## src/rtl/steer_en_sm_if.sv

```systemverilog
// Load-cell sample bus into the steering enable controller and its status outputs back.
interface steer_en_sm_if;
    logic        vld;
    logic [11:0] lft_ld;
    logic [11:0] rght_ld;
    logic        en_steer;
    logic        rider_off;

    // Sensor / testbench side: drives samples, observes status
    modport master (
        output vld,
        output lft_ld,
        output rght_ld,
        input  en_steer,
        input  rider_off
    );

    // Controller side
    modport slave (
        input  vld,
        input  lft_ld,
        input  rght_ld,
        output en_steer,
        output rider_off
    );
endinterface

```

## src/rtl/steer_en_sm.sv

```systemverilog
// Steering enable state machine: decides rider presence and balance from the
// captured left/right load-cell readings and enables steering after a settle time.
module steer_en_sm #(
    parameter logic [11:0] MIN_RIDER_WT  = 12'h200,
    parameter logic [11:0] WT_HYSTERESIS = 12'h040,
    parameter bit          FAST_SIM      = 1'b0
) (
    input  logic          clk,
    input  logic          rst,
    steer_en_sm_if.slave  bus
);

    localparam int unsigned TMR_W  = FAST_SIM ? 15 : 26;
    localparam int unsigned SUM_W  = 13;
    localparam logic [SUM_W-1:0] ON_THR  = SUM_W'(MIN_RIDER_WT);
    localparam logic [SUM_W-1:0] OFF_THR = SUM_W'(MIN_RIDER_WT) - SUM_W'(WT_HYSTERESIS);

    typedef enum logic [1:0] {
        IDLE  = 2'd0,
        WAIT  = 2'd1,
        STEER = 2'd2
    } state_t;

    state_t             state;
    state_t             nxt_state;
    logic [11:0]        lft_q;
    logic [11:0]        rght_q;
    logic [TMR_W-1:0]   tmr;
    logic               tmr_clr;
    logic               tmr_inc;

    logic [SUM_W-1:0]   sum;
    logic [11:0]        diff;
    logic               sum_gt_min;
    logic               sum_lt_min;
    logic               diff_gt_1_4;
    logic               diff_gt_15_16;
    logic               tmr_full;

    // Capture new conversion results on the vld strobe, hold otherwise
    always_ff @(posedge clk or posedge rst) begin
        if (rst) begin
            lft_q  <= 12'd0;
            rght_q <= 12'd0;
        end else if (bus.vld) begin
            lft_q  <= bus.lft_ld;
            rght_q <= bus.rght_ld;
        end
    end

    // Weight and balance qualifiers from the captured readings (all 13-bit unsigned)
    always_comb begin
        sum           = SUM_W'(lft_q) + SUM_W'(rght_q);
        diff          = (lft_q >= rght_q) ? (lft_q - rght_q) : (rght_q - lft_q);
        sum_gt_min    = (sum > ON_THR);
        sum_lt_min    = (sum < OFF_THR);
        diff_gt_1_4   = (SUM_W'(diff) > (sum >> 2));
        diff_gt_15_16 = (SUM_W'(diff) > (sum - (sum >> 4)));
        tmr_full      = &tmr;
    end

    // State register
    always_ff @(posedge clk or posedge rst) begin
        if (rst) begin
            state <= IDLE;
        end else begin
            state <= nxt_state;
        end
    end

    // Next-state and timer control; tmr_full always leaves WAIT so the timer never wraps
    always_comb begin
        nxt_state = state;
        tmr_clr   = 1'b0;
        tmr_inc   = 1'b0;
        unique case (state)
            IDLE: begin
                if (sum_gt_min) begin
                    nxt_state = WAIT;
                    tmr_clr   = 1'b1;
                end
            end
            WAIT: begin
                if (sum_lt_min) begin
                    nxt_state = IDLE;
                end else if (diff_gt_1_4) begin
                    tmr_clr   = 1'b1;
                end else if (tmr_full) begin
                    nxt_state = STEER;
                end else begin
                    tmr_inc   = 1'b1;
                end
            end
            STEER: begin
                if (sum_lt_min) begin
                    nxt_state = IDLE;
                end else if (diff_gt_15_16) begin
                    nxt_state = WAIT;
                    tmr_clr   = 1'b1;
                end
            end
            default: begin
                nxt_state = IDLE;
            end
        endcase
    end

    // Settle timer
    always_ff @(posedge clk or posedge rst) begin
        if (rst) begin
            tmr <= '0;
        end else if (tmr_clr) begin
            tmr <= '0;
        end else if (tmr_inc) begin
            tmr <= tmr + TMR_W'(1);
        end
    end

    // Registered status outputs, updated in lockstep with the state register
    always_ff @(posedge clk or posedge rst) begin
        if (rst) begin
            bus.en_steer  <= 1'b0;
            bus.rider_off <= 1'b1;
        end else begin
            bus.en_steer  <= (nxt_state == STEER);
            bus.rider_off <= (nxt_state == IDLE);
        end
    end

endmodule

```

## src/flat_wrapper.sv

```systemverilog
// flat-port wrapper written by rule: the top's interface ports become plain ports
module steer_en_sm_flat 
#(
    parameter logic [11:0] MIN_RIDER_WT  = 12'h200,
    parameter logic [11:0] WT_HYSTERESIS = 12'h040,
    parameter bit          FAST_SIM      = 1'b0
)
  (clk, rst, bus_vld, bus_lft_ld, bus_rght_ld, bus_en_steer, bus_rider_off);
  steer_en_sm_if bus_i ();
  input  logic clk;
  input  logic rst;
  input wire logic [$bits(bus_i.vld)-1:0] bus_vld;
  input wire logic [$bits(bus_i.lft_ld)-1:0] bus_lft_ld;
  input wire logic [$bits(bus_i.rght_ld)-1:0] bus_rght_ld;
  output wire logic [$bits(bus_i.en_steer)-1:0] bus_en_steer;
  output wire logic [$bits(bus_i.rider_off)-1:0] bus_rider_off;
  assign bus_i.vld = bus_vld;
  assign bus_i.lft_ld = bus_lft_ld;
  assign bus_i.rght_ld = bus_rght_ld;
  assign bus_en_steer = bus_i.en_steer;
  assign bus_rider_off = bus_i.rider_off;
  steer_en_sm #(.MIN_RIDER_WT(MIN_RIDER_WT), .WT_HYSTERESIS(WT_HYSTERESIS), .FAST_SIM(FAST_SIM)) u_core (.clk(clk), .rst(rst), .bus(bus_i));
endmodule
```

## config.mk

```make
export PLATFORM = sky130hd
export DESIGN_NAME = steer_en_sm_flat
export DESIGN_NICKNAME = d
export VERILOG_FILES = /design/src/rtl/steer_en_sm_if.sv /design/src/rtl/steer_en_sm.sv /design/src/flat_wrapper.sv
export SDC_FILE = /design/constraint.sdc
export NUM_CORES = 1
export LEC_CHECK = 0
export BUFFER_PORTS_ARGS = -buffer_cell sky130_fd_sc_hd__buf_2
export CAP_MARGIN = 0
export CORE_AREA = 8 8 100 170
export DETAILED_ROUTE_END_ITERATION = 6
export DIE_AREA = 0 0 108 178
export SLEW_MARGIN = 20
export SYNTH_ARGS = -nofsm -noshare
export SYNTH_HDL_FRONTEND = slang
export SYNTH_SLANG_ARGS = --single-unit
```

## constraint.sdc

```tcl
create_clock -name clk -period 7 [get_ports clk]
set_clock_uncertainty 0.2 [all_clocks]
set_input_delay 1.05 -clock clk [delete_from_list [all_inputs] [get_ports clk]]
set_output_delay 1.05 -clock clk [all_outputs]
set_load 0.005 [all_outputs]
```

# Yosys cells after proc, flatten, opt, wreduce, memory -nomap -nowiden
# Cells that the tools add are included.
dict set report totals {
  regBits 54
  input_bits 27
  out_inout_bits 2
  wordCells 43
}
dict set report op_classes {
  addsub 5
  magnitude_cmp 5
  eq_ne 3
  n_mux 20
  reduce_logical 4
}
# operator count
set op_table {}
lappend op_table {{26-bit 2-to-1 mux} 2}
lappend op_table {{26-bit by 1-bit adder with 26-bit output (second input constant)} 1}
lappend op_table {{26-bit AND reduction} 1}
lappend op_table {{12-bit subtractor} 2}
lappend op_table {{12-bit by 12-bit adder with 13-bit output} 1}
lappend op_table {{12-bit by 13-bit > comparator with 1-bit output} 1}
lappend op_table {{13-bit by 10-bit > comparator with 1-bit output (second input constant)} 1}
lappend op_table {{13-bit by 9-bit < comparator with 1-bit output (second input constant)} 1}
lappend op_table {{13-bit by 9-bit subtractor with 13-bit output} 1}
lappend op_table {{12-bit >= comparator} 1}
lappend op_table {{12-bit by 11-bit > comparator with 1-bit output} 1}
lappend op_table {{12-bit 2-to-1 mux} 1}
lappend op_table {{2-bit 2-to-1 mux} 6}
lappend op_table {{1-bit 2-to-1 mux} 9}
lappend op_table {{2-bit one-hot mux with 3 select lines} 1}
lappend op_table {{2-bit == test (second input constant)} 2}
lappend op_table {{2-bit zero test} 2}
lappend op_table {{1-bit one-hot mux with 3 select lines} 1}
lappend op_table {{2-bit by 1-bit == test with 1-bit output (second input constant)} 1}
lappend op_table {{2-bit nonzero test} 1}

# Longest topological paths before layout
dict set report depth {
  ltp_word 8
  ltp_mapped 26
  depth_no_buf 25
}

# Least setup slack after synthesis
# Ideal clock, no wire load.
dict set report synth_path {
  path_kind {reg-to-reg}
  start {register u_core.rght_q[1]}
  end {register u_core.tmr[14]}
  setup_time_ns 0.073
  t_arrival_ns 4.828
  required_time_ns 6.727
  slack_ns 1.899
  path_stages_with_launch 26
  path_buffers 1
  period_less_slack_ns 5.101
  path_cell_list {dfrtp_1 -> inv_1 -> ha_1 -> nand2b_1 -> a221oi_2 -> o21ai_0 -> nor2b_1 -> xnor2_1 -> inv_1 -> fa_1 -> nor2b_1 -> a21oi_1 -> or3_1 -> xor2_1 -> ha_1 -> a21o_1 -> a21o_1 -> a21oi_1 -> o21ai_0 -> a221oi_1 -> a31o_2 -> inv_1 -> o211ai_2 -> o211ai_4 -> buf_6 -> a21oi_2}
}
dict set report synth_via {
  elab_chain_cells 7
  word_cells_on_any_way 21
  cone_classes {add/sub (4); order compare (5); mux (11); reduce/logical (1)}
}
# element line
set synth_rtl {}
lappend synth_rtl {{start: declaration} steer_en_sm.sv:27} ;# logic [11:0] rght_q;
lappend synth_rtl {{start signal: assignment} steer_en_sm.sv:47} ;# rght_q <= bus.rght_ld;
lappend synth_rtl {{12-bit by 12-bit adder with 13-bit output (tied with other cells)} steer_en_sm.sv:53} ;# sum = SUM_W'(lft_q) + SUM_W'(rght_q);
lappend synth_rtl {{13-bit by 9-bit subtractor with 13-bit output or 12-bit 2-to-1 mux (tied branches)} {steer_en_sm.sv:58, steer_en_sm.sv:54}}
lappend synth_rtl {{12-bit by 13-bit > comparator with 1-bit output or 12-bit by 11-bit > comparator with 1-bit output (tied branches)} {steer_en_sm.sv:58, steer_en_sm.sv:57}}
lappend synth_rtl {{1-bit 2-to-1 mux, on equally long branches} {steer_en_sm.sv:97, steer_en_sm.sv:86}}
lappend synth_rtl {{1-bit 2-to-1 mux, on equally long branches} {steer_en_sm.sv:95, steer_en_sm.sv:84}}
lappend synth_rtl {{1-bit one-hot mux with 3 select lines or 1-bit 2-to-1 mux (tied branches)} steer_en_sm.sv:76} ;# unique case (state)
lappend synth_rtl {{26-bit 2-to-1 mux or 2-bit nonzero test (tied branches)} n/a}
lappend synth_rtl {{end signal: assignment} steer_en_sm.sv:115} ;# tmr <= tmr + TMR_W'(1);
lappend synth_rtl {{end: declaration} steer_en_sm.sv:28} ;# logic [TMR_W-1:0] tmr;
# Parallel ways exist; a longest one is shown, timed or not.
# A chain may end at the register's enable or synchronous reset.

# Final worst setup path
dict set report layout_path {
  start {register u_core.rght_q[2]}
  end {register u_core.tmr[10]}
}
# The elaborated chain is that of the path after synthesis.

==> impl_metrics.yaml <==
run_status:
  outcome: "completed"
global_routing:
  antenna_found_initial: 0
  grt_max_degree: 55
  grt_pass1_vias: 5293
  grt_usage_pct: 17.08
  grt.overflow.total: 0
  grt_pass1_wl_um: 26190
floorplan:
  coreArea_um2: 14690
  start_util_pct: 39.19
  ios: 29
  die_area_um2: 19220
  die_width_um: 108
  die_h_um: 178
  std_cell_rows: 59
timing:
  setup_viol_count_final: 0
  slew_headroom_pct: 41.55
  tightestPinTransition_ps: 870.5
  min_period_ps: 6194
  totalNegativeSetupSlack_ps: 0
  min_period_over_period_pct: 88.49
  rsz0062_at_grt: "no"
  hold_violations: 0
  max_freq_mhz: 161.4
  layout_setup_ws_ps: 805.7
  report.final.slew_viol_count: 0
synth:
  synth_edf_count: 0
  synth.area.top_cells: "dfrtp_1 (23%), ha_1 (15%), o21ai_0 (4.5%)"
  yosysTopAreaCellShare_pct: 23.04
  synth_area_per_cell_um2: 8.236
  synth_seq_cells: 54
  yosysMostFrequentCell: "ha_1"
  synth_ff_type: "dfrtp_1"
  synth_top_area_cell: "dfrtp_1"
  syn_area_um2: 5757
  seq_area_frac_synth_pct: 23.49
  synth_warnings: 0
  synth.top_cells.by_count: "ha_1 (69), inv_1 (61), nand2_1 (54)"
  synthCells: 699
  synthArstFlopShare_pct: 100.0
  synth_cell_types: 79
  syn_nets: 799
clock_tree:
  cts_tree: "yes"
  cts_buffer_depth: 2
  numClockSinks: 54
  cts_buffers: 5
  post_cts_buffers: 0
  clockRootBuffer: "clkbuf_16"
  hold_buffers: 0
  cts_resized: 0
  clk_pin_slew_ps: 80
  insertion_delay_ps: 310
  htreeDepth: 2
routing:
  antenna_left: 0
  num_vias: 5240
  viasPerCell: 5.842
  drt_wl_total_um: 15880
  drc: 0
  firstDrtPassIters: 5
  drtIter0Drc: 302
  wl_per_cell_um: 17.70
critical_path:
  rr_worst_depth: 24
  crit_path_cell_trace: "inv_1 -> ha_1 -> nor2_1 -> o311ai_1 -> a21oi_1 -> xnor2_1 -> inv_2 -> ha_1 -> a21o_1 -> a31oi_1 -> o21bai_1 -> a21oi_1 -> o31ai_1 -> nor3_1 -> xnor2_1 -> ha_1 -> and3_1 -> a221oi_1 -> a31o_2 -> inv_1 -> o211ai_2 -> o211ai_4 -> buf_4 -> o21ba_1"
  cp.required_ps: 7050
  arrival_ps: 6240
  max_stage_delay_ps: 720
  worst-setup-path-type: "flip-flop to flip-flop"
  r2r_slack_ps: 810
  r2r_end: "u_core.tmr[10]"
  crit_top_cell: "ha_1"
  cp-endpoint: "u_core.tmr[10]"
  crit_path_max_fanout: 26
  cp-end-kind: "flip-flop"
  worstSetupStartpoint: "u_core.rght_q[2]"
  startpoint_type: "flip-flop"
  slowest_stage: "xnor2_1"
  worst_r2r_startpoint: "u_core.rght_q[2]"
final_layout:
  antennaDiodeCount: 0
  drive_gt1_share_pct: 12.32
  fill_cells: 1464
  area_growth_syn_to_layout_pct: 7.498
  seqCellArea_um2: 1353
  utilization_pct: 42.13
  stdcell_count: 897
  multi_input_area_um2: 4045
  nNetsFinal: 813
placement:
  dp_hpwl_um: 12570
  io_buffers: 28
  preCtsSetupSlack_ps: 964.9
  placedCellCount: 889
  gp_congestion: 0.9696
flow_run:
  drv_cap: 0
power:
  p_per_area_nw_per_um2: 320.0
  leakagePower_uw: 0.002742
  peakVddDrop_uv: 153.1
hold_path:
  min_path_type: "flip-flop to flip-flop"
==> layer usage <==
metal / global-route usage [%] / wire length (um)
met1: 16.42 / 5649
met2: 33.14 / 8885
met3: 1.954 / 433
met4: 10.24 / 907
met5: 0 / 0
==> worst max-delay path: cells and delay by family, from the launching register on <==
kind | cells | cell delay, ps
xor gates and xnor gates | 2 | 870
adders and majority gates | 3 | 1160
AOI/OAI and AO/OA | 12 | 2430
buffers and inverters | 4 | 520
DFF | 1 | 390
and+or+nand+nor | 3 | 550
==> flip-flops by register name (all words and copies together) (netlist names) <==
signal,count
u_core.bus.en_steer,1
u_core.bus.rider_off,1
u_core.lft_q,12
u_core.rght_q,12
u_core.state,2
u_core.tmr,26
==> metrics by stage <==
| step | cell area, um2 | hold slack [ps] | total power [uW] |
|---|---|---|---|
| final | 6188 | 368.1 | 1980 |
| after global placement | 6030 | 342.0 | 1653 |
| after global routing | 6188 | 384.0 | 2157 |
| after detailed placement | 6030 | 351.8 | 1687 |
| after CTS | 6183 | 371.1 | 1977 |
| after floorplan | 5757 | 311.7 | 1405 |
==> cell families (layout without fill, tap and decap cells) <==
group | count (synthesis) | in the layout | share of synthesized area, %
XOR/XNOR | 37 | 37 | 6.107
adder cells (fa/ha/maj) | 74 | 74 | 16.56
AND/OR/NAND/NOR | 234 | 234 | 21.67
multiplexers | 5 | 5 | 0.9346
flip-flops | 54 | 54 | 23.49
AO/OA/AOI/OAI | 207 | 207 | 24.91
buffers and inverters | 88 | 103 | 6.325
==> layout make-up <==
class / instances / area share (%)
clock inverters: 3 / 0.4650
inverters: 63 / 3.841
repair buffers: 32 / 2.750
well taps: 183 / 3.700
flip-flops and latches: 54 / 21.86
multi-input cells: 557 / 65.37
clock buffers: 5 / 2.022
==> power by group <==
group / switching, uW / internal, uW
Combinational: 826 / 523
Clock: 143 / 137
Sequential: 18.0 / 333
Total: 986 / 994
==> layout by cell type (no fill, tap or decap), types with 5 or more instances in the layout <==
cell type  count
a31oi_1        5
inv_1         60
nand3_1       29
xor2_1         9
nor2_1        32
and3_1         9
nand2b_1      11
a21o_1        14
xnor2_1       26
a21oi_1       43
clkbuf_16      5
nor2_2         6
or3_1         13
dfrtp_1       53
a211oi_1       6
nand2_1       54
or4_1          9
o21ai_1        5
o21ai_0       52
nand4_1       18
ha_1          69
nor4_1         7
o31ai_1        8
a21oi_2       16
nor3_1        12
and2_1         6
nor2b_1        9
buf_2         28
==> worst min-delay path by stage <==
stage,startpoint,end,slack [ps],cells past startpoint
4_1_cts,u_core.lft_q[11],u_core.lft_q[11],370,1
3_3_place_gp,u_core.tmr[8],u_core.tmr[8],340,2
3_5_place_dp,u_core.lft_q[11],u_core.lft_q[11],350,1
2_1_floorplan,u_core.lft_q[11],u_core.lft_q[11],310,1
5_1_grt,u_core.tmr[9],u_core.tmr[9],380,2
6_report,u_core.lft_q[11],u_core.lft_q[11],370,1
Note: power is estimated with default switching activity, not from simulation.
